`config.mk`:
```
export PLATFORM = sky130hd
export DESIGN_NAME = ysyx_23060025_axi_arbiter_flat
export DESIGN_NICKNAME = d
export VERILOG_FILES = /design/src/rtl/ysyx_23060025_axi_arbiter_pkg.sv /design/src/rtl/ysyx_23060025_axi_arbiter_if.sv /design/src/rtl/ysyx_23060025_addr_decode.sv /design/src/rtl/ysyx_23060025_axi_arbiter.sv /design/src/flat_wrapper.sv
export SDC_FILE = /design/constraint.sdc
export NUM_CORES = 1
export LEC_CHECK = 0
export CORE_AREA = 4 4 159 161
export DETAILED_ROUTE_END_ITERATION = 12
export DIE_AREA = 0 0 163 165
export GPL_TIMING_DRIVEN = 0
export PLACE_DENSITY = 0.61
export SLEW_MARGIN = 5
export SYNTH_ARGS = -nofsm -noshare
export SYNTH_HDL_FRONTEND = slang
export SYNTH_SLANG_ARGS = --single-unit
```
`constraint.sdc`:
```
create_clock -name clock -period 6.2 [get_ports clock]
set_clock_uncertainty 0.15 [all_clocks]
set_input_delay 1.24 -clock clock [delete_from_list [all_inputs] [get_ports clock]]
set_output_delay 1.24 -clock clock [all_outputs]
set_load 0.1 [all_outputs]
```
`src/rtl/ysyx_23060025_axi_arbiter_pkg.sv`:
```
// Shared constants for the IFU/LSU AXI arbiter and the xbar address decode.
// Latency: n/a (types and constants only).
// Backpressure: n/a. Optional feature macro used by the arbiter: ARB_ROUND_ROBIN_EN.
package ysyx_23060025_axi_arbiter_pkg;

  // Arbiter FSM states
  typedef enum logic [2:0] {
    ARB_IDLE  = 3'd0,
    ARB_RD_AR = 3'd1,
    ARB_RD_R  = 3'd2,
    ARB_WR_AW = 3'd3,
    ARB_WR_B  = 3'd4
  } arb_state_t;

  // Downstream AXI ids identify the originating master
  localparam logic [3:0] ARB_ID_IFU = 4'd0;
  localparam logic [3:0] ARB_ID_LSU = 4'd1;

  // Every transfer is a single 32-bit INCR beat
  localparam logic [7:0] AXI_LEN_SINGLE = 8'd0;
  localparam logic [2:0] AXI_SIZE_WORD  = 3'b010;
  localparam logic [1:0] AXI_BURST_INCR = 2'b01;

  // CLINT window, shared with the xbar
  localparam logic [31:0] CLINT_BASE_DEF = 32'h0200_0000;
  localparam logic [31:0] CLINT_SIZE_DEF = 32'h0001_0000;

endpackage

```
`src/rtl/ysyx_23060025_axi_arbiter_if.sv`:
```
// Bundle of the two upstream master ports (IFU = m0, LSU = m1) and the downstream xbar port.
// Latency: n/a (wires only).
// Backpressure: plain AXI valid/ready; 'master' is the arbiter view, 'slave' the surrounding masters and xbar.
interface ysyx_23060025_axi_arbiter_if #(
  parameter int ADDR_LEN = 32,
  parameter int DATA_LEN = 32
);
  // IFU read channel
  logic [ADDR_LEN-1:0] m0_ar_addr;
  logic                m0_ar_valid, m0_ar_ready;
  logic [DATA_LEN-1:0] m0_r_data;
  logic [1:0]          m0_r_resp;
  logic                m0_r_valid, m0_r_ready, m0_r_last;
  // LSU read/write channels
  logic [ADDR_LEN-1:0] m1_ar_addr;
  logic                m1_ar_valid, m1_ar_ready;
  logic [DATA_LEN-1:0] m1_r_data;
  logic [1:0]          m1_r_resp;
  logic                m1_r_valid, m1_r_ready, m1_r_last;
  logic [ADDR_LEN-1:0] m1_aw_addr;
  logic                m1_aw_valid, m1_aw_ready;
  logic [DATA_LEN-1:0] m1_w_data;
  logic [3:0]          m1_w_strb;
  logic                m1_w_valid, m1_w_ready, m1_w_last;
  logic [1:0]          m1_b_resp;
  logic                m1_b_valid, m1_b_ready;
  // Downstream xbar port
  logic [ADDR_LEN-1:0] s_ar_addr;
  logic                s_ar_valid, s_ar_ready;
  logic [3:0]          s_ar_id;
  logic [7:0]          s_ar_len;
  logic [2:0]          s_ar_size;
  logic [1:0]          s_ar_burst;
  logic [DATA_LEN-1:0] s_r_data;
  logic [1:0]          s_r_resp;
  logic                s_r_valid, s_r_ready, s_r_last;
  logic [3:0]          s_r_id;
  logic [ADDR_LEN-1:0] s_aw_addr;
  logic                s_aw_valid, s_aw_ready;
  logic [3:0]          s_aw_id;
  logic [7:0]          s_aw_len;
  logic [2:0]          s_aw_size;
  logic [1:0]          s_aw_burst;
  logic [DATA_LEN-1:0] s_w_data;
  logic [3:0]          s_w_strb;
  logic                s_w_valid, s_w_ready, s_w_last;
  logic [1:0]          s_b_resp;
  logic                s_b_valid, s_b_ready;
  logic [3:0]          s_b_id;

  modport master (
    input  m0_ar_addr, m0_ar_valid, m0_r_ready,
    output m0_ar_ready, m0_r_data, m0_r_resp, m0_r_valid, m0_r_last,
    input  m1_ar_addr, m1_ar_valid, m1_r_ready,
    output m1_ar_ready, m1_r_data, m1_r_resp, m1_r_valid, m1_r_last,
    input  m1_aw_addr, m1_aw_valid, m1_w_data, m1_w_strb, m1_w_valid, m1_w_last, m1_b_ready,
    output m1_aw_ready, m1_w_ready, m1_b_resp, m1_b_valid,
    output s_ar_addr, s_ar_valid, s_ar_id, s_ar_len, s_ar_size, s_ar_burst,
    input  s_ar_ready,
    input  s_r_data, s_r_resp, s_r_valid, s_r_last, s_r_id,
    output s_r_ready,
    output s_aw_addr, s_aw_valid, s_aw_id, s_aw_len, s_aw_size, s_aw_burst,
    input  s_aw_ready,
    output s_w_data, s_w_strb, s_w_valid, s_w_last,
    input  s_w_ready,
    input  s_b_resp, s_b_valid, s_b_id,
    output s_b_ready
  );

  modport slave (
    output m0_ar_addr, m0_ar_valid, m0_r_ready,
    input  m0_ar_ready, m0_r_data, m0_r_resp, m0_r_valid, m0_r_last,
    output m1_ar_addr, m1_ar_valid, m1_r_ready,
    input  m1_ar_ready, m1_r_data, m1_r_resp, m1_r_valid, m1_r_last,
    output m1_aw_addr, m1_aw_valid, m1_w_data, m1_w_strb, m1_w_valid, m1_w_last, m1_b_ready,
    input  m1_aw_ready, m1_w_ready, m1_b_resp, m1_b_valid,
    input  s_ar_addr, s_ar_valid, s_ar_id, s_ar_len, s_ar_size, s_ar_burst,
    output s_ar_ready,
    output s_r_data, s_r_resp, s_r_valid, s_r_last, s_r_id,
    input  s_r_ready,
    input  s_aw_addr, s_aw_valid, s_aw_id, s_aw_len, s_aw_size, s_aw_burst,
    output s_aw_ready,
    input  s_w_data, s_w_strb, s_w_valid, s_w_last,
    output s_w_ready,
    output s_b_resp, s_b_valid, s_b_id,
    input  s_b_ready
  );
endinterface

```
`src/rtl/ysyx_23060025_addr_decode.sv`:
```
// Address to xbar device select: 1 = CLINT window, 0 = memory.
// Latency: purely combinational.
// Backpressure: none.
module ysyx_23060025_addr_decode
  import ysyx_23060025_axi_arbiter_pkg::*;
#(
  parameter int                  ADDR_LEN   = 32,
  parameter logic [ADDR_LEN-1:0] CLINT_BASE = CLINT_BASE_DEF,
  parameter logic [ADDR_LEN-1:0] CLINT_SIZE = CLINT_SIZE_DEF
) (
  input  logic [ADDR_LEN-1:0] addr,
  output logic                device
);
  logic [ADDR_LEN-1:0] offset;

  // A single unsigned subtract-and-compare covers both window edges
  assign offset = addr - CLINT_BASE;
  assign device = (offset < CLINT_SIZE);
endmodule

```
`src/rtl/ysyx_23060025_axi_arbiter.sv`:
```
// Two-master (IFU read-only, LSU read/write) to one-slave AXI arbiter; holds a grant per transaction.
// Latency: 1 IDLE cycle per grant decision, then the downstream handshakes pass straight through.
// Backpressure: only the granted master sees readies; others wait with valid held. Macro: ARB_ROUND_ROBIN_EN.
module ysyx_23060025_axi_arbiter
  import ysyx_23060025_axi_arbiter_pkg::*;
#(
  parameter int                  ADDR_LEN   = 32,
  parameter int                  DATA_LEN   = 32,
  parameter logic [ADDR_LEN-1:0] CLINT_BASE = CLINT_BASE_DEF,
  parameter logic [ADDR_LEN-1:0] CLINT_SIZE = CLINT_SIZE_DEF
) (
  input  logic                           clock,
  input  logic                           reset,
  ysyx_23060025_axi_arbiter_if.master    bus,
  output logic                           axi_device,
  output logic                           busy
);
  arb_state_t          state, state_next;
  logic                grant, grant_next;   // 1 = LSU
  logic [ADDR_LEN-1:0] addr_q, addr_next;
  logic [DATA_LEN-1:0] wdata_q;
  logic [3:0]          wstrb_q;
  logic                wlast_q;
  logic                aw_done, w_done;
  logic                take, take_write, pick_lsu, lsu_req;
  logic                aw_fire, w_fire, r_ready_sel, dec_device;
`ifdef ARB_ROUND_ROBIN_EN
  logic                last_grant;
`endif

  ysyx_23060025_addr_decode #(
    .ADDR_LEN  (ADDR_LEN),
    .CLINT_BASE(CLINT_BASE),
    .CLINT_SIZE(CLINT_SIZE)
  ) u_addr_decode (
    .addr  (addr_next),
    .device(dec_device)
  );

  assign lsu_req = bus.m1_ar_valid | bus.m1_aw_valid;
  assign busy    = (state != ARB_IDLE);

  // Downstream fields come from latched state so they stay fixed for the transaction
  assign bus.s_ar_addr  = addr_q;
  assign bus.s_ar_id    = grant ? ARB_ID_LSU : ARB_ID_IFU;
  assign bus.s_ar_len   = AXI_LEN_SINGLE;
  assign bus.s_ar_size  = AXI_SIZE_WORD;
  assign bus.s_ar_burst = AXI_BURST_INCR;
  assign bus.s_aw_addr  = addr_q;
  assign bus.s_aw_id    = ARB_ID_LSU;
  assign bus.s_aw_len   = AXI_LEN_SINGLE;
  assign bus.s_aw_size  = AXI_SIZE_WORD;
  assign bus.s_aw_burst = AXI_BURST_INCR;
  assign bus.s_w_data   = wdata_q;
  assign bus.s_w_strb   = wstrb_q;
  assign bus.s_w_last   = wlast_q;
  // Payloads fan out to both masters; only the valid is steered (response id is not used)
  assign bus.m0_r_data  = bus.s_r_data;
  assign bus.m0_r_resp  = bus.s_r_resp;
  assign bus.m0_r_last  = bus.s_r_last;
  assign bus.m1_r_data  = bus.s_r_data;
  assign bus.m1_r_resp  = bus.s_r_resp;
  assign bus.m1_r_last  = bus.s_r_last;
  assign bus.m1_b_resp  = bus.s_b_resp;

  // State register
  always_ff @(posedge clock or posedge reset) begin
    if (reset) state <= ARB_IDLE;
    else       state <= state_next;
  end

  // Grant, request latches and per-channel write progress
  always_ff @(posedge clock or posedge reset) begin
    if (reset) begin
      grant      <= 1'b0;
      addr_q     <= '0;
      axi_device <= 1'b0;
      wdata_q    <= '0;
      wstrb_q    <= '0;
      wlast_q    <= 1'b0;
      aw_done    <= 1'b0;
      w_done     <= 1'b0;
`ifdef ARB_ROUND_ROBIN_EN
      last_grant <= 1'b0;
`endif
    end else begin
      if (take) begin
        grant      <= grant_next;
        addr_q     <= addr_next;
        axi_device <= dec_device;
        aw_done    <= 1'b0;
        w_done     <= 1'b0;
`ifdef ARB_ROUND_ROBIN_EN
        last_grant <= grant_next;
`endif
      end
      if (take_write) begin
        wdata_q <= bus.m1_w_data;
        wstrb_q <= bus.m1_w_strb;
        wlast_q <= bus.m1_w_last;
      end
      if (aw_fire) aw_done <= 1'b1;
      if (w_fire)  w_done  <= 1'b1;
    end
  end

  // Arbitration, next state and handshake steering
  always_comb begin
    state_next      = state;
    grant_next      = grant;
    addr_next       = addr_q;
    take            = 1'b0;
    take_write      = 1'b0;
    pick_lsu        = 1'b0;
    aw_fire         = 1'b0;
    w_fire          = 1'b0;
    r_ready_sel     = 1'b0;
    bus.m0_ar_ready = 1'b0;
    bus.m1_ar_ready = 1'b0;
    bus.m1_aw_ready = 1'b0;
    bus.m1_w_ready  = 1'b0;
    bus.m0_r_valid  = 1'b0;
    bus.m1_r_valid  = 1'b0;
    bus.m1_b_valid  = 1'b0;
    bus.s_ar_valid  = 1'b0;
    bus.s_r_ready   = 1'b0;
    bus.s_aw_valid  = 1'b0;
    bus.s_w_valid   = 1'b0;
    bus.s_b_ready   = 1'b0;
    case (state)
      ARB_IDLE: begin
        pick_lsu = lsu_req;
`ifdef ARB_ROUND_ROBIN_EN
        if (lsu_req && bus.m0_ar_valid) pick_lsu = ~last_grant;
`endif
        if (pick_lsu) begin
          take       = 1'b1;
          grant_next = 1'b1;
          if (bus.m1_aw_valid) begin
            state_next = ARB_WR_AW;
            addr_next  = bus.m1_aw_addr;
            take_write = 1'b1;
          end else begin
            state_next = ARB_RD_AR;
            addr_next  = bus.m1_ar_addr;
          end
        end else if (bus.m0_ar_valid) begin
          take       = 1'b1;
          grant_next = 1'b0;
          state_next = ARB_RD_AR;
          addr_next  = bus.m0_ar_addr;
        end
      end
      ARB_RD_AR: begin
        bus.s_ar_valid = 1'b1;
        if (grant) bus.m1_ar_ready = bus.s_ar_ready;
        else       bus.m0_ar_ready = bus.s_ar_ready;
        if (bus.s_ar_ready) state_next = ARB_RD_R;
      end
      ARB_RD_R: begin
        r_ready_sel   = grant ? bus.m1_r_ready : bus.m0_r_ready;
        bus.s_r_ready = r_ready_sel;
        if (grant) bus.m1_r_valid = bus.s_r_valid;
        else       bus.m0_r_valid = bus.s_r_valid;
        if (bus.s_r_valid && r_ready_sel && bus.s_r_last) state_next = ARB_IDLE;
      end
      ARB_WR_AW: begin
        bus.s_aw_valid  = ~aw_done;
        bus.s_w_valid   = ~w_done;
        aw_fire         = ~aw_done & bus.s_aw_ready;
        w_fire          = ~w_done & bus.s_w_ready;
        bus.m1_aw_ready = aw_fire;
        bus.m1_w_ready  = w_fire;
        if ((aw_done | aw_fire) && (w_done | w_fire)) state_next = ARB_WR_B;
      end
      ARB_WR_B: begin
        bus.s_b_ready  = bus.m1_b_ready;
        bus.m1_b_valid = bus.s_b_valid;
        if (bus.s_b_valid && bus.m1_b_ready) state_next = ARB_IDLE;
      end
      default: state_next = ARB_IDLE;
    endcase
  end
endmodule

```
`src/flat_wrapper.sv`:
```
// flat-port wrapper written by rule: the top's interface ports become plain ports
module ysyx_23060025_axi_arbiter_flat import ysyx_23060025_axi_arbiter_pkg::*;
#(
  parameter int                  ADDR_LEN   = 32,
  parameter int                  DATA_LEN   = 32,
  parameter logic [ADDR_LEN-1:0] CLINT_BASE = CLINT_BASE_DEF,
  parameter logic [ADDR_LEN-1:0] CLINT_SIZE = CLINT_SIZE_DEF
)
  (clock, reset, axi_device, busy, bus_m0_ar_addr, bus_m0_ar_valid, bus_m0_r_ready, bus_m0_ar_ready, bus_m0_r_data, bus_m0_r_resp, bus_m0_r_valid, bus_m0_r_last, bus_m1_ar_addr, bus_m1_ar_valid, bus_m1_r_ready, bus_m1_ar_ready, bus_m1_r_data, bus_m1_r_resp, bus_m1_r_valid, bus_m1_r_last, bus_m1_aw_addr, bus_m1_aw_valid, bus_m1_w_data, bus_m1_w_strb, bus_m1_w_valid, bus_m1_w_last, bus_m1_b_ready, bus_m1_aw_ready, bus_m1_w_ready, bus_m1_b_resp, bus_m1_b_valid, bus_s_ar_addr, bus_s_ar_valid, bus_s_ar_id, bus_s_ar_len, bus_s_ar_size, bus_s_ar_burst, bus_s_ar_ready, bus_s_r_data, bus_s_r_resp, bus_s_r_valid, bus_s_r_last, bus_s_r_id, bus_s_r_ready, bus_s_aw_addr, bus_s_aw_valid, bus_s_aw_id, bus_s_aw_len, bus_s_aw_size, bus_s_aw_burst, bus_s_aw_ready, bus_s_w_data, bus_s_w_strb, bus_s_w_valid, bus_s_w_last, bus_s_w_ready, bus_s_b_resp, bus_s_b_valid, bus_s_b_id, bus_s_b_ready);
  ysyx_23060025_axi_arbiter_if #(.ADDR_LEN(ADDR_LEN), .DATA_LEN(DATA_LEN)) bus_i ();
  input  logic clock;
  input  logic reset;
  output logic axi_device;
  output logic busy;
  input wire logic [$bits(bus_i.m0_ar_addr)-1:0] bus_m0_ar_addr;
  input wire logic [$bits(bus_i.m0_ar_valid)-1:0] bus_m0_ar_valid;
  input wire logic [$bits(bus_i.m0_r_ready)-1:0] bus_m0_r_ready;
  output wire logic [$bits(bus_i.m0_ar_ready)-1:0] bus_m0_ar_ready;
  output wire logic [$bits(bus_i.m0_r_data)-1:0] bus_m0_r_data;
  output wire logic [$bits(bus_i.m0_r_resp)-1:0] bus_m0_r_resp;
  output wire logic [$bits(bus_i.m0_r_valid)-1:0] bus_m0_r_valid;
  output wire logic [$bits(bus_i.m0_r_last)-1:0] bus_m0_r_last;
  input wire logic [$bits(bus_i.m1_ar_addr)-1:0] bus_m1_ar_addr;
  input wire logic [$bits(bus_i.m1_ar_valid)-1:0] bus_m1_ar_valid;
  input wire logic [$bits(bus_i.m1_r_ready)-1:0] bus_m1_r_ready;
  output wire logic [$bits(bus_i.m1_ar_ready)-1:0] bus_m1_ar_ready;
  output wire logic [$bits(bus_i.m1_r_data)-1:0] bus_m1_r_data;
  output wire logic [$bits(bus_i.m1_r_resp)-1:0] bus_m1_r_resp;
  output wire logic [$bits(bus_i.m1_r_valid)-1:0] bus_m1_r_valid;
  output wire logic [$bits(bus_i.m1_r_last)-1:0] bus_m1_r_last;
  input wire logic [$bits(bus_i.m1_aw_addr)-1:0] bus_m1_aw_addr;
  input wire logic [$bits(bus_i.m1_aw_valid)-1:0] bus_m1_aw_valid;
  input wire logic [$bits(bus_i.m1_w_data)-1:0] bus_m1_w_data;
  input wire logic [$bits(bus_i.m1_w_strb)-1:0] bus_m1_w_strb;
  input wire logic [$bits(bus_i.m1_w_valid)-1:0] bus_m1_w_valid;
  input wire logic [$bits(bus_i.m1_w_last)-1:0] bus_m1_w_last;
  input wire logic [$bits(bus_i.m1_b_ready)-1:0] bus_m1_b_ready;
  output wire logic [$bits(bus_i.m1_aw_ready)-1:0] bus_m1_aw_ready;
  output wire logic [$bits(bus_i.m1_w_ready)-1:0] bus_m1_w_ready;
  output wire logic [$bits(bus_i.m1_b_resp)-1:0] bus_m1_b_resp;
  output wire logic [$bits(bus_i.m1_b_valid)-1:0] bus_m1_b_valid;
  output wire logic [$bits(bus_i.s_ar_addr)-1:0] bus_s_ar_addr;
  output wire logic [$bits(bus_i.s_ar_valid)-1:0] bus_s_ar_valid;
  output wire logic [$bits(bus_i.s_ar_id)-1:0] bus_s_ar_id;
  output wire logic [$bits(bus_i.s_ar_len)-1:0] bus_s_ar_len;
  output wire logic [$bits(bus_i.s_ar_size)-1:0] bus_s_ar_size;
  output wire logic [$bits(bus_i.s_ar_burst)-1:0] bus_s_ar_burst;
  input wire logic [$bits(bus_i.s_ar_ready)-1:0] bus_s_ar_ready;
  input wire logic [$bits(bus_i.s_r_data)-1:0] bus_s_r_data;
  input wire logic [$bits(bus_i.s_r_resp)-1:0] bus_s_r_resp;
  input wire logic [$bits(bus_i.s_r_valid)-1:0] bus_s_r_valid;
  input wire logic [$bits(bus_i.s_r_last)-1:0] bus_s_r_last;
  input wire logic [$bits(bus_i.s_r_id)-1:0] bus_s_r_id;
  output wire logic [$bits(bus_i.s_r_ready)-1:0] bus_s_r_ready;
  output wire logic [$bits(bus_i.s_aw_addr)-1:0] bus_s_aw_addr;
  output wire logic [$bits(bus_i.s_aw_valid)-1:0] bus_s_aw_valid;
  output wire logic [$bits(bus_i.s_aw_id)-1:0] bus_s_aw_id;
  output wire logic [$bits(bus_i.s_aw_len)-1:0] bus_s_aw_len;
  output wire logic [$bits(bus_i.s_aw_size)-1:0] bus_s_aw_size;
  output wire logic [$bits(bus_i.s_aw_burst)-1:0] bus_s_aw_burst;
  input wire logic [$bits(bus_i.s_aw_ready)-1:0] bus_s_aw_ready;
  output wire logic [$bits(bus_i.s_w_data)-1:0] bus_s_w_data;
  output wire logic [$bits(bus_i.s_w_strb)-1:0] bus_s_w_strb;
  output wire logic [$bits(bus_i.s_w_valid)-1:0] bus_s_w_valid;
  output wire logic [$bits(bus_i.s_w_last)-1:0] bus_s_w_last;
  input wire logic [$bits(bus_i.s_w_ready)-1:0] bus_s_w_ready;
  input wire logic [$bits(bus_i.s_b_resp)-1:0] bus_s_b_resp;
  input wire logic [$bits(bus_i.s_b_valid)-1:0] bus_s_b_valid;
  input wire logic [$bits(bus_i.s_b_id)-1:0] bus_s_b_id;
  output wire logic [$bits(bus_i.s_b_ready)-1:0] bus_s_b_ready;
  assign bus_i.m0_ar_addr = bus_m0_ar_addr;
  assign bus_i.m0_ar_valid = bus_m0_ar_valid;
  assign bus_i.m0_r_ready = bus_m0_r_ready;
  assign bus_m0_ar_ready = bus_i.m0_ar_ready;
  assign bus_m0_r_data = bus_i.m0_r_data;
  assign bus_m0_r_resp = bus_i.m0_r_resp;
  assign bus_m0_r_valid = bus_i.m0_r_valid;
  assign bus_m0_r_last = bus_i.m0_r_last;
  assign bus_i.m1_ar_addr = bus_m1_ar_addr;
  assign bus_i.m1_ar_valid = bus_m1_ar_valid;
  assign bus_i.m1_r_ready = bus_m1_r_ready;
  assign bus_m1_ar_ready = bus_i.m1_ar_ready;
  assign bus_m1_r_data = bus_i.m1_r_data;
  assign bus_m1_r_resp = bus_i.m1_r_resp;
  assign bus_m1_r_valid = bus_i.m1_r_valid;
  assign bus_m1_r_last = bus_i.m1_r_last;
  assign bus_i.m1_aw_addr = bus_m1_aw_addr;
  assign bus_i.m1_aw_valid = bus_m1_aw_valid;
  assign bus_i.m1_w_data = bus_m1_w_data;
  assign bus_i.m1_w_strb = bus_m1_w_strb;
  assign bus_i.m1_w_valid = bus_m1_w_valid;
  assign bus_i.m1_w_last = bus_m1_w_last;
  assign bus_i.m1_b_ready = bus_m1_b_ready;
  assign bus_m1_aw_ready = bus_i.m1_aw_ready;
  assign bus_m1_w_ready = bus_i.m1_w_ready;
  assign bus_m1_b_resp = bus_i.m1_b_resp;
  assign bus_m1_b_valid = bus_i.m1_b_valid;
  assign bus_s_ar_addr = bus_i.s_ar_addr;
  assign bus_s_ar_valid = bus_i.s_ar_valid;
  assign bus_s_ar_id = bus_i.s_ar_id;
  assign bus_s_ar_len = bus_i.s_ar_len;
  assign bus_s_ar_size = bus_i.s_ar_size;
  assign bus_s_ar_burst = bus_i.s_ar_burst;
  assign bus_i.s_ar_ready = bus_s_ar_ready;
  assign bus_i.s_r_data = bus_s_r_data;
  assign bus_i.s_r_resp = bus_s_r_resp;
  assign bus_i.s_r_valid = bus_s_r_valid;
  assign bus_i.s_r_last = bus_s_r_last;
  assign bus_i.s_r_id = bus_s_r_id;
  assign bus_s_r_ready = bus_i.s_r_ready;
  assign bus_s_aw_addr = bus_i.s_aw_addr;
  assign bus_s_aw_valid = bus_i.s_aw_valid;
  assign bus_s_aw_id = bus_i.s_aw_id;
  assign bus_s_aw_len = bus_i.s_aw_len;
  assign bus_s_aw_size = bus_i.s_aw_size;
  assign bus_s_aw_burst = bus_i.s_aw_burst;
  assign bus_i.s_aw_ready = bus_s_aw_ready;
  assign bus_s_w_data = bus_i.s_w_data;
  assign bus_s_w_strb = bus_i.s_w_strb;
  assign bus_s_w_valid = bus_i.s_w_valid;
  assign bus_s_w_last = bus_i.s_w_last;
  assign bus_i.s_w_ready = bus_s_w_ready;
  assign bus_i.s_b_resp = bus_s_b_resp;
  assign bus_i.s_b_valid = bus_s_b_valid;
  assign bus_i.s_b_id = bus_s_b_id;
  assign bus_s_b_ready = bus_i.s_b_ready;
  ysyx_23060025_axi_arbiter #(.ADDR_LEN(ADDR_LEN), .DATA_LEN(DATA_LEN), .CLINT_BASE(CLINT_BASE), .CLINT_SIZE(CLINT_SIZE)) u_core (.clock(clock), .reset(reset), .bus(bus_i), .axi_device(axi_device), .busy(busy));
endmodule
```
==> results.py <==
metrics = {
    "finish": {
        "nNetsFinal": 1076,
        "fill_cells": 2441,
        "regArea_sq_um": 1902,
        "antenna_cells": 0,
        "drive_above_1_share_pct": 24.35,
        "area_delta_synth_final_pct": 87.91,
        "multi_input_area_sq_um": 1836,
        "finalCoreUtilization_pct": 37.89,
    },
    "worst_setup_path": {
        "crit_family": "buffers and inverters",
        "crit_chain": "clkdlybuf4s50_1 -> and3_1 -> clkdlybuf4s50_1",
        "end_kind": "primary output",
        "cpPeakStageDelay_ns": 1.14,
        "crit_type": "primary input to primary output",
        "rr_startpoint": "u_core.state[0]$_DFFE_PP0P_",
        "worstSetupStartpointType": "primary input",
        "r2r_cells": 9,
        "path_buf_inv": 2,
        "cpMostUsedCell": "clkdlybuf4s50_1",
        "cp_max_fo": 4,
        "reg2reg_to": "u_core.axi_device$_DFFE_PP0P_",
        "cp_slowest_cell": "clkdlybuf4s50_1",
        "ff2ff_setup_slack_ns": 3.24,
        "cp.required_ns": 4.81,
        "critical_path_arrival_ns": 3.13,
    },
    "cts": {
        "clkSinkCount": 76,
        "ctsHoldBuffers": 0,
        "h-tree-depth": 3,
        "tritoncts": "done",
        "root_buffer": "clkbuf_16",
        "cts_resized": 0,
        "cts.clk_slew.worst_paths_ns": 0.06,
        "cts-buffers-inserted": 9,
        "cts_setup_buffers": 0,
        "ctsLongestPathBuffers": 2,
        "worstSkewPairLatency_ns": 0.34,
    },
    "synthesis": {
        "synth.top_cells.by_area": "dfrtp_1 (39%), buf_4 (22%), mux2_2 (8.9%), mux2i_1 (4.1%), a21oi_1 (3.6%)",
        "synth.distinct_cells": 40,
        "synth_commonest_cells": "buf_4 (139), dfrtp_1 (76), nand2_1 (39)",
        "ys.flop_type": "dfrtp_1",
        "synth_area_per_cell_sq_um": 9.531,
        "ys_ff_latch": 76,
        "netlist_area_sq_um": 4832,
        "yosysWarnings": 0,
        "synth.most_common_cell": "buf_4",
        "synth_edf_count": 0,
        "netlist_instances": 507,
        "synthDominantCellAreaShare_pct": 39.36,
        "netlist.top_cell.by_area": "dfrtp_1",
        "async_flop_share_pct": 100.0,
        "yosysSeqAreaShare_pct": 39.36,
    },
    "timing": {
        "slew_viol_final": 0,
        "max_freq_ghz": 0.2213,
        "finalSetupViolCount": 0,
        "layout_setup_ws_ns": 1.681,
        "grt_setup_unrepaired": "no",
        "finalCritPeriodShare_pct": 72.88,
        "finalSetupTns_ns": 0,
        "hold_slack_ns": 0.3543,
        "final-hold-violation-count": 0,
        "slew_headroom_pct": 31.77,
        "worst_slew_pin_slew_ns": 1.020,
        "post-route-min-period_ns": 4.519,
    },
    "flow_run": {
        "maxCapViolations": 0,
    },
    "outcome": {
        "outcome": "finished, final reports clean",
    },
    "global_routing": {
        "grt_max_degree": 46,
        "grt_pass1_wl_um": 28030,
        "grt_overflow": 0,
        "grt_usage_pct": 13.54,
        "antenna_found_initial": 0,
        "grt_pass1_vias": 4887,
    },
    "die": {
        "dieArea_sq_um": 26900,
        "dieWidth_um": 163,
        "start_util_pct": 20.16,
        "rows": 57,
        "pin_count": 413,
        "die_y_um": 165,
        "coreArea_sq_um": 23960,
    },
    "hold_path": {
        "min_delay_path_depth": 1,
        "hold_path_end": "u_core.bus.s_w_data[23]$_DFFE_PP0P_",
        "hp-start": "u_core.bus.s_w_data[23]$_DFFE_PP0P_",
        "holdCritPathClass": "flop to flop",
    },
    "placed_design": {
        "gp_congestion": 0.7667,
        "place_hpwl_um": 15990,
        "dp_slack_ns": 1.671,
        "io_buffers": 333,
    },
    "drt": {
        "final_antenna_net_count": 0,
        "viasPerCell": 3.922,
        "wire_per_inst_um": 15.92,
        "dr.pass1.iters": 4,
        "routed_wl_um": 19270,
        "num_vias": 4749,
        "drc": 0,
        "dr.first_iter.drc_count": 218,
    },
}
-- registers in the layout (all words and copies together) (netlist names) --
name and count:
u_core.bus.s_w_strb 4, u_core.aw_done 1, u_core.bus.s_w_data 32, u_core.axi_device 1, u_core.w_done 1, u_core.bus.s_w_last 1
u_core.grant 1, u_core.bus.s_ar_addr 32, u_core.state 3
-- placed cells by master, fill, tap and decap left out, types with 4 or more instances in the layout --
cell             Yosys  final
mux2i_1             20     20
clkbuf_16            0      9
a32o_1               6      6
and2_1               6      6
nor2b_1              5      5
buf_2               12     12
mux2_2              38     38
inv_1                7      6
buf_1                4      4
clkbuf_1             5      5
conb_1               2     33
buf_4              139    139
clkdlybuf4s50_1      0    333
nor2_1              23     23
a21o_1               4      4
bufinv_16            0      4
nand2b_1             7      7
o21ai_0             33     33
nand2_1             39     39
a21oi_1             35     35
dfrtp_1             76     76
nand3_1              4      4
nand3b_1             7      7
-- cells by family after synthesis --
kind of cell	after synthesis	synth area share, %
buf+inv	173	25.06
fa+ha+maj	1	0.2589
mux	58	13.00
flops	76	39.36
other cells	2	0.1554
simple gates	106	10.88
compound gates	91	11.29
-- area by class of cell --
| class | count | share of cell area [%] |
|---|---|---|
| sequential | 76 | 20.95 |
| timing repair buffer | 334 | 37.01 |
| tap | 324 | 4.465 |
| clock inverter | 6 | 1.516 |
| clock buffer | 9 | 2.480 |
| buffer | 163 | 12.90 |
| multi-input combinational | 289 | 20.21 |
| inverter | 10 | 0.4685 |
-- how the worst max path moves through the flow --
stage | to | cells after the start | start | slack (ns)
after global routing | bus_m0_ar_ready | 4 | bus_s_ar_ready | 1.60
after CTS | bus_m1_ar_ready | 3 | bus_s_ar_ready | 1.66
after floorplan | bus_m0_ar_ready | 3 | u_core.state[0]$_DFFE_PP0P_ | 0.59
after global placement | u_core.bus.s_ar_addr[18]$_DFFE_PP0P_ | 2 | reset | 1.24
after detailed placement | bus_m1_ar_ready | 3 | bus_s_ar_ready | 1.67
final | bus_m1_ar_ready | 3 | bus_s_ar_ready | 1.68
-- through the flow --
stage / cells / cell area [sq um]
floorplan: 538 / 4949
finish: 1211 / 9080
detailed placement: 1196 / 8717
global placement: 1195 / 8687
global route: 1211 / 9080
CTS: 1211 / 9080
-- per-layer routing --
layer	part of all wire, %	up-vias	track usage, %
li1	-	2306	-
met1	41	2212	16.74
met2	51	219	23.72
met3	7.6	12	3.394
met4	1.0	0	3.279
met5	0	-	0
Power is not shown: default switching activity piles up to over one toggle a cycle in this logic, so the estimate is an artifact.
==> RTL edit 1 (same settings) <==
The 5 states of `arb_state_t` get a one-hot encoding in 5 bits.
--- a/src/rtl/ysyx_23060025_axi_arbiter_pkg.sv
+++ b/src/rtl/ysyx_23060025_axi_arbiter_pkg.sv
@@ -4,12 +4,12 @@
 package ysyx_23060025_axi_arbiter_pkg;
 
   // Arbiter FSM states
-  typedef enum logic [2:0] {
-    ARB_IDLE  = 3'd0,
-    ARB_RD_AR = 3'd1,
-    ARB_RD_R  = 3'd2,
-    ARB_WR_AW = 3'd3,
-    ARB_WR_B  = 3'd4
+  typedef enum logic [4:0] {
+    ARB_IDLE  = 5'b00001,
+    ARB_RD_AR = 5'b00010,
+    ARB_RD_R  = 5'b00100,
+    ARB_WR_AW = 5'b01000,
+    ARB_WR_B  = 5'b10000
   } arb_state_t;
 
   // Downstream AXI ids identify the originating master
Function: same outputs for any inputs over 4 cycles, from zero or initial values and one cycle with reset high; so few cycles prove little.
==> RTL edit 1 against the original RTL <==
  * Routed wire length increased by 5.7%
  * First-iteration DRC count down 29%
  * Cell area increased by 1.4%
  * Worst setup slack got worse by 920 ps
  * Sequential cell count up 2
  * Synthesized cell count increased by 11%
  * Non-clock buffer count increased by 6
  * Fmax decreased by 17%
  * Area after synthesis up 3.7%
  * Highest routed layer unchanged
Power is left out: the tool's default activity adds up to more than one toggle a clock period on the data nets, which glitch-free logic cannot reach.
==> RTL edit 1: results (changes against the original RTL) <==
Worst hold path
  • Hold Path Origin: u_core.axi_device (was u_core.bus.s_w_data[23])
  • Endpoint, Worst Hold: u_core.axi_device (was u_core.bus.s_w_data[23])
  • Hold Path Class: reg -> reg (unchanged)
  • Hold path cells: 2 (was 1)

Detailed routing
  • Via Count: 5038 (was 4749)
  • Routed WL per cell: 16.1 um (was 15.9 um)
  • DRT iter0 DRCs: 154 (was 218)

Placed design
  • Placement Cell Area: 0.00890 mm^2 (was 0.00872 mm^2)
  • Pre-CTS WS: 735 ps (was 1670 ps)
  • GPL Wtd Cong: 0.777 (was 0.767)
  • Detailed placement HPWL: 17000 um (was 16000 um)
  • PortBufs: 333 (unchanged)

Timing
  • Min cycle time layout: 5440 ps (was 4520 ps)
  • WHS: 335 ps (was 354 ps)
  • Actual slew at the worst max-slew pin: 1040 ps (was 1020 ps)

Cells and area
  • N_diodes: 0 (unchanged)
  • Share of layout cells above drive strength 1: 0.216 (was 0.244)
  • Final Net Count: 1133 (was 1076)
  • Fillers: 2467 (was 2441)
  • Non-Filler Instances: 1269 (was 1211)
  • Multi-input logic area: 0.00195 mm^2 (was 0.00184 mm^2)

Global routing
  • Gr usage total: 0.144 (was 0.135)
  • Vias in the first global route: 5245 (was 4887)
  • First-pass GRT wire length: 29800 um (was 28000 um)
  • Largest net degree at the start of global routing: 50 (was 46)
  • Initial antenna violation count: 0 (unchanged)

Critical path
  • Worst R2R Setup Slack: 3250 ps (was 3240 ps)
  • Crit path DAT: 4050 ps (was 3130 ps)
  • CP max stage delay: 1190 ps (was 1140 ps)
  • Critical R2R Launch: u_core.state[0] (unchanged)
  • Worst-path fanout max: 6 (was 4)
  • R2R cell count: 8 (was 9)
  • Top delay family on crit path: buffers and inverters (unchanged)

Synth
  • Ranking of synthesized cells by area: dfrtp_1, buf_4, mux2_2, nand2_1, a21oi_1 (was dfrtp_1, buf_4, mux2_2, mux2i_1, a21oi_1)
  • Post-Synthesis Cells: 564 (was 507)
  • Top post-synthesis cells by count: buf_4, dfrtp_1, nand2_1 (unchanged)
  • Post-synthesis sequential area ratio: 0.390 (was 0.394)
  • Post-synthesis cell type count: 52 (was 40)

CTS
  • CTS Buf Count: 9 (unchanged)
  • Root buf cell: clkbuf_16 (unchanged)
  • H-tree depth: 3 (unchanged)
  • Clk_lat worst skew: 340 ps (about the same)

Outcome
  • Status: complete, no violations (unchanged)
-- RTL edit 1: how the worst max path moves through the flow --
| stage | start | to | depth (start not counted) |
|---|---|---|---|
| detailed placement | bus_s_r_last | bus_m0_ar_ready | 8 |
| CTS | bus_s_r_last | bus_m0_ar_ready | 8 |
| floorplan | bus_m1_ar_valid | bus_m0_ar_ready | 7 |
| global route | bus_s_r_last | bus_m0_ar_ready | 8 |
| finish | bus_s_r_last | bus_m0_ar_ready | 8 |
| global placement | bus_s_r_last | bus_m0_ar_ready | 8 |
-- RTL edit 1: metal layers --
metal / GRT usage / wire length, um / share of wire / vias to the layer above
li1: - / - / - / 2463
met1: 0.172 / 8080 / 0.40 / 2318
met2: 0.255 / 10500 / 0.51 / 239
met3: 0.0299 / 1470 / 0.072 / 18
met4: 0.0480 / 360 / 0.018 / 0
met5: 0 / 0 / 0 / -
-- RTL edit 1: cells by family (layout without fill, tap and decap cells) --
group	after synthesis	in the layout	share of synthesized area
buffers and inverters	181	531	0.244
AND/OR/NAND/NOR	156	156	0.146
AO/OA/AOI/OAI	105	105	0.125
flip-flops	78	78	0.390
multiplexers	40	40	0.0891
other	2	33	0.00150
adder cells (fa/ha/maj)	1	1	0.00250
XOR/XNOR	1	1	0.00175
-- RTL edit 1: layout make-up --
| class | instances | area share |
|---|---|---|
| Buffer | 169 | 0.128 |
| Clock buffer | 11 | 0.0264 |
| Clock inverter | 5 | 0.00720 |
| Inverter | 12 | 0.00516 |
| Multi-Input combinational cell | 336 | 0.212 |
| Sequential cell | 78 | 0.212 |
| Tap cell | 324 | 0.0440 |
| Timing Repair Buffer | 334 | 0.365 |
==> RTL edit 2 (same settings) <==
Made on the original files. Build with the macro `ARB_ROUND_ROBIN_EN` defined.
--- a/src/rtl/ysyx_23060025_axi_arbiter.sv
+++ b/src/rtl/ysyx_23060025_axi_arbiter.sv
@@ -1,6 +1,8 @@
 // Two-master (IFU read-only, LSU read/write) to one-slave AXI arbiter; holds a grant per transaction.
 // Latency: 1 IDLE cycle per grant decision, then the downstream handshakes pass straight through.
 // Backpressure: only the granted master sees readies; others wait with valid held. Macro: ARB_ROUND_ROBIN_EN.
+`define ARB_ROUND_ROBIN_EN
+
 module ysyx_23060025_axi_arbiter
   import ysyx_23060025_axi_arbiter_pkg::*;
 #(
Behaviour: not the same (Yosys sat finds a counterexample within 10 cycles, from zero or initial values and one cycle with reset high).
==> RTL edit 2 against the original RTL <==
  * Area after synthesis rose by 1.8%
  * Cell count decreased by 0.74%
  * Critical endpoint is now bus_m1_aw_ready
  * Synthesized cell count down 2.0%
  * Worst setup slack lost 140 ps
  * Sequential cell count stayed put
  * Cell area increased by 0.63%
  * Utilization increased by 0.24 points
  * Critical path depth is 1 higher
  * Routed wire length shrank 0.47%
  * Highest routed layer unchanged
Power is left out: the tool's default activity adds up to more than one toggle a clock period on the data nets, which glitch-free logic cannot reach.
==> RTL edit 2: results (changes against the original RTL) <==
CTS
  • Setup Fix Bufs, Post-CTS: 0 (unchanged)
  • Root buf cell: clkbuf_16 (unchanged)
  • CTS clk-pin slew, worst paths: around 70 ps
  • CTS Buf Count: 9 (unchanged)
  • H-tree depth: 3 (unchanged)
  • Clk_lat worst skew: 350 ps
  • Post-CTS resize count: 0 (unchanged)
  • Max Buffers Root-to-Sink: 2 (unchanged)

Timing
  • Rel. slew slack: 0.310 (was 0.318)
  • Setup tns final: 0 ps (unchanged)

Worst hold path
  • Hold Path Class: reg -> reg (unchanged)

Synth
  • Post-synthesis cell type count: 40 (unchanged)
  • Top post-synthesis cells by count: buf_4, dfrtp_1, mux2i_1 (was buf_4, dfrtp_1, nand2_1)
  • Fraction of the mapped netlist area in adder cells: 0.00254 (was 0.00259)
  • Multiplexer share of the synthesized area: 0.172 (was 0.130)
  • Main synth FF type: dfrtp_1 (unchanged)
  • Syn. warnings: 0 (unchanged)
  • Ys async rst share: 1.00 (unchanged)
  • Synth Area in XOR/XNOR: 0.00178 (was 0)
  • Top-count cell post-synth: buf_4 (unchanged)
  • Synth Area in Compound Gates: 0.102 (was 0.113)
  • Post-synthesis sequential area ratio: 0.387 (was 0.394)
  • Largest family of logic cells by synthesized area: buffers and inverters (unchanged)
  • Ranking of synthesized cells by area: dfrtp_1, buf_4, mux2_2, mux2i_1, nand2_1 (was dfrtp_1, buf_4, mux2_2, mux2i_1, a21oi_1)

Cells and area
  • N_diodes: 0 (unchanged)
  • Final Net Count: 1066 (was 1076)
  • Share of layout cells above drive strength 1: 0.239 (was 0.244)

Global routing
  • Initial antenna violation count: 0 (unchanged)
  • First-pass GRT wire length: 28200 um (was 28000 um)
  • Vias in the first global route: 4933 (was 4887)
  • Gr usage total: 0.137 (was 0.135)
  • Largest net degree at the start of global routing: 47 (was 46)

Critical path
  • Worst-path fanout max: 2 (was 4)

Outcome
  • Status: complete, no violations (unchanged)

Placed design
  • GPL Wtd Cong: 0.827 (was 0.767)
  • Pre-CTS WS: 1460 ps (was 1670 ps)
  • Detailed placement HPWL: 16000 um (about the same)
  • PortBufs: 333 (unchanged)
  • Placement Cell Area: 0.00880 mm^2 (was 0.00872 mm^2)

Detailed routing
  • First-pass detailed-route iteration total: 4 (unchanged)
  • Via Count: 4754 (was 4749)
  • Routed WL per cell: 16.0 um (was 15.9 um)
  • DRT iter0 DRCs: 117 (was 218)
RTL edit 2: metal layers:
layer / share of wire / global-route usage / vias up
met1: 0.40 / 0.167 / 2205
met3: 0.072 / 0.0270 / 23
met5: 0 / 0 / -
met4: 0.020 / 0.0541 / 0
li1: - / - / 2293
met2: 0.50 / 0.238 / 233
RTL edit 2: cells by family (layout without fill, tap and decap cells):
group	count (synthesis)	in the layout
AOI/OAI and AO/OA	72	72
xor gates and xnor gates	1	1
adders and majority gates	1	1
buffers and inverters	175	525
DFF	76	76
muxes	80	80
other	2	33
and+or+nand+nor	90	90
RTL edit 2: final timing paths:
kind	startpoint	slack, ps	depth (start not counted)	end
worst min-delay path	u_core.axi_device	340	2	u_core.axi_device
max in group asynchronous	reset	4180	3	u_core.bus.s_ar_addr[23]
worst min register to register	u_core.axi_device	340	2	u_core.axi_device
min in group asynchronous	reset	1110	2	u_core.bus.s_w_data[8]
worst max register to register	u_core.last_grant	2960	13	u_core.axi_device
worst max-delay path	bus_s_aw_ready	1540	4	bus_m1_aw_ready
RTL edit 2: through the flow:
step,std cells,utilization
6_report,1202,0.381
5_1_grt,1202,0.381
4_1_cts,1202,0.381
3_5_place_dp,1186,0.367
3_3_place_gp,1185,0.366
2_1_floorplan,528,-
RTL edit 2: worst max-delay path, stage by stage:
cell and delay, ps:
clkdlybuf4s50_1 450, inv_1 60, nor3_1 280, clkdlybuf4s50_1 1220
RTL edit 2: area by class of cell:
class                           count  area, um^2
Tap cell                          324         405
Fill cell                        2443       14800
Clock inverter                      6        93.8
Inverter                           10        40.0
Multi-Input combinational cell    277        1920
Sequential cell                    76        1900
Clock buffer                       10         239
Timing Repair Buffer              334        3360
Buffer                            165        1180
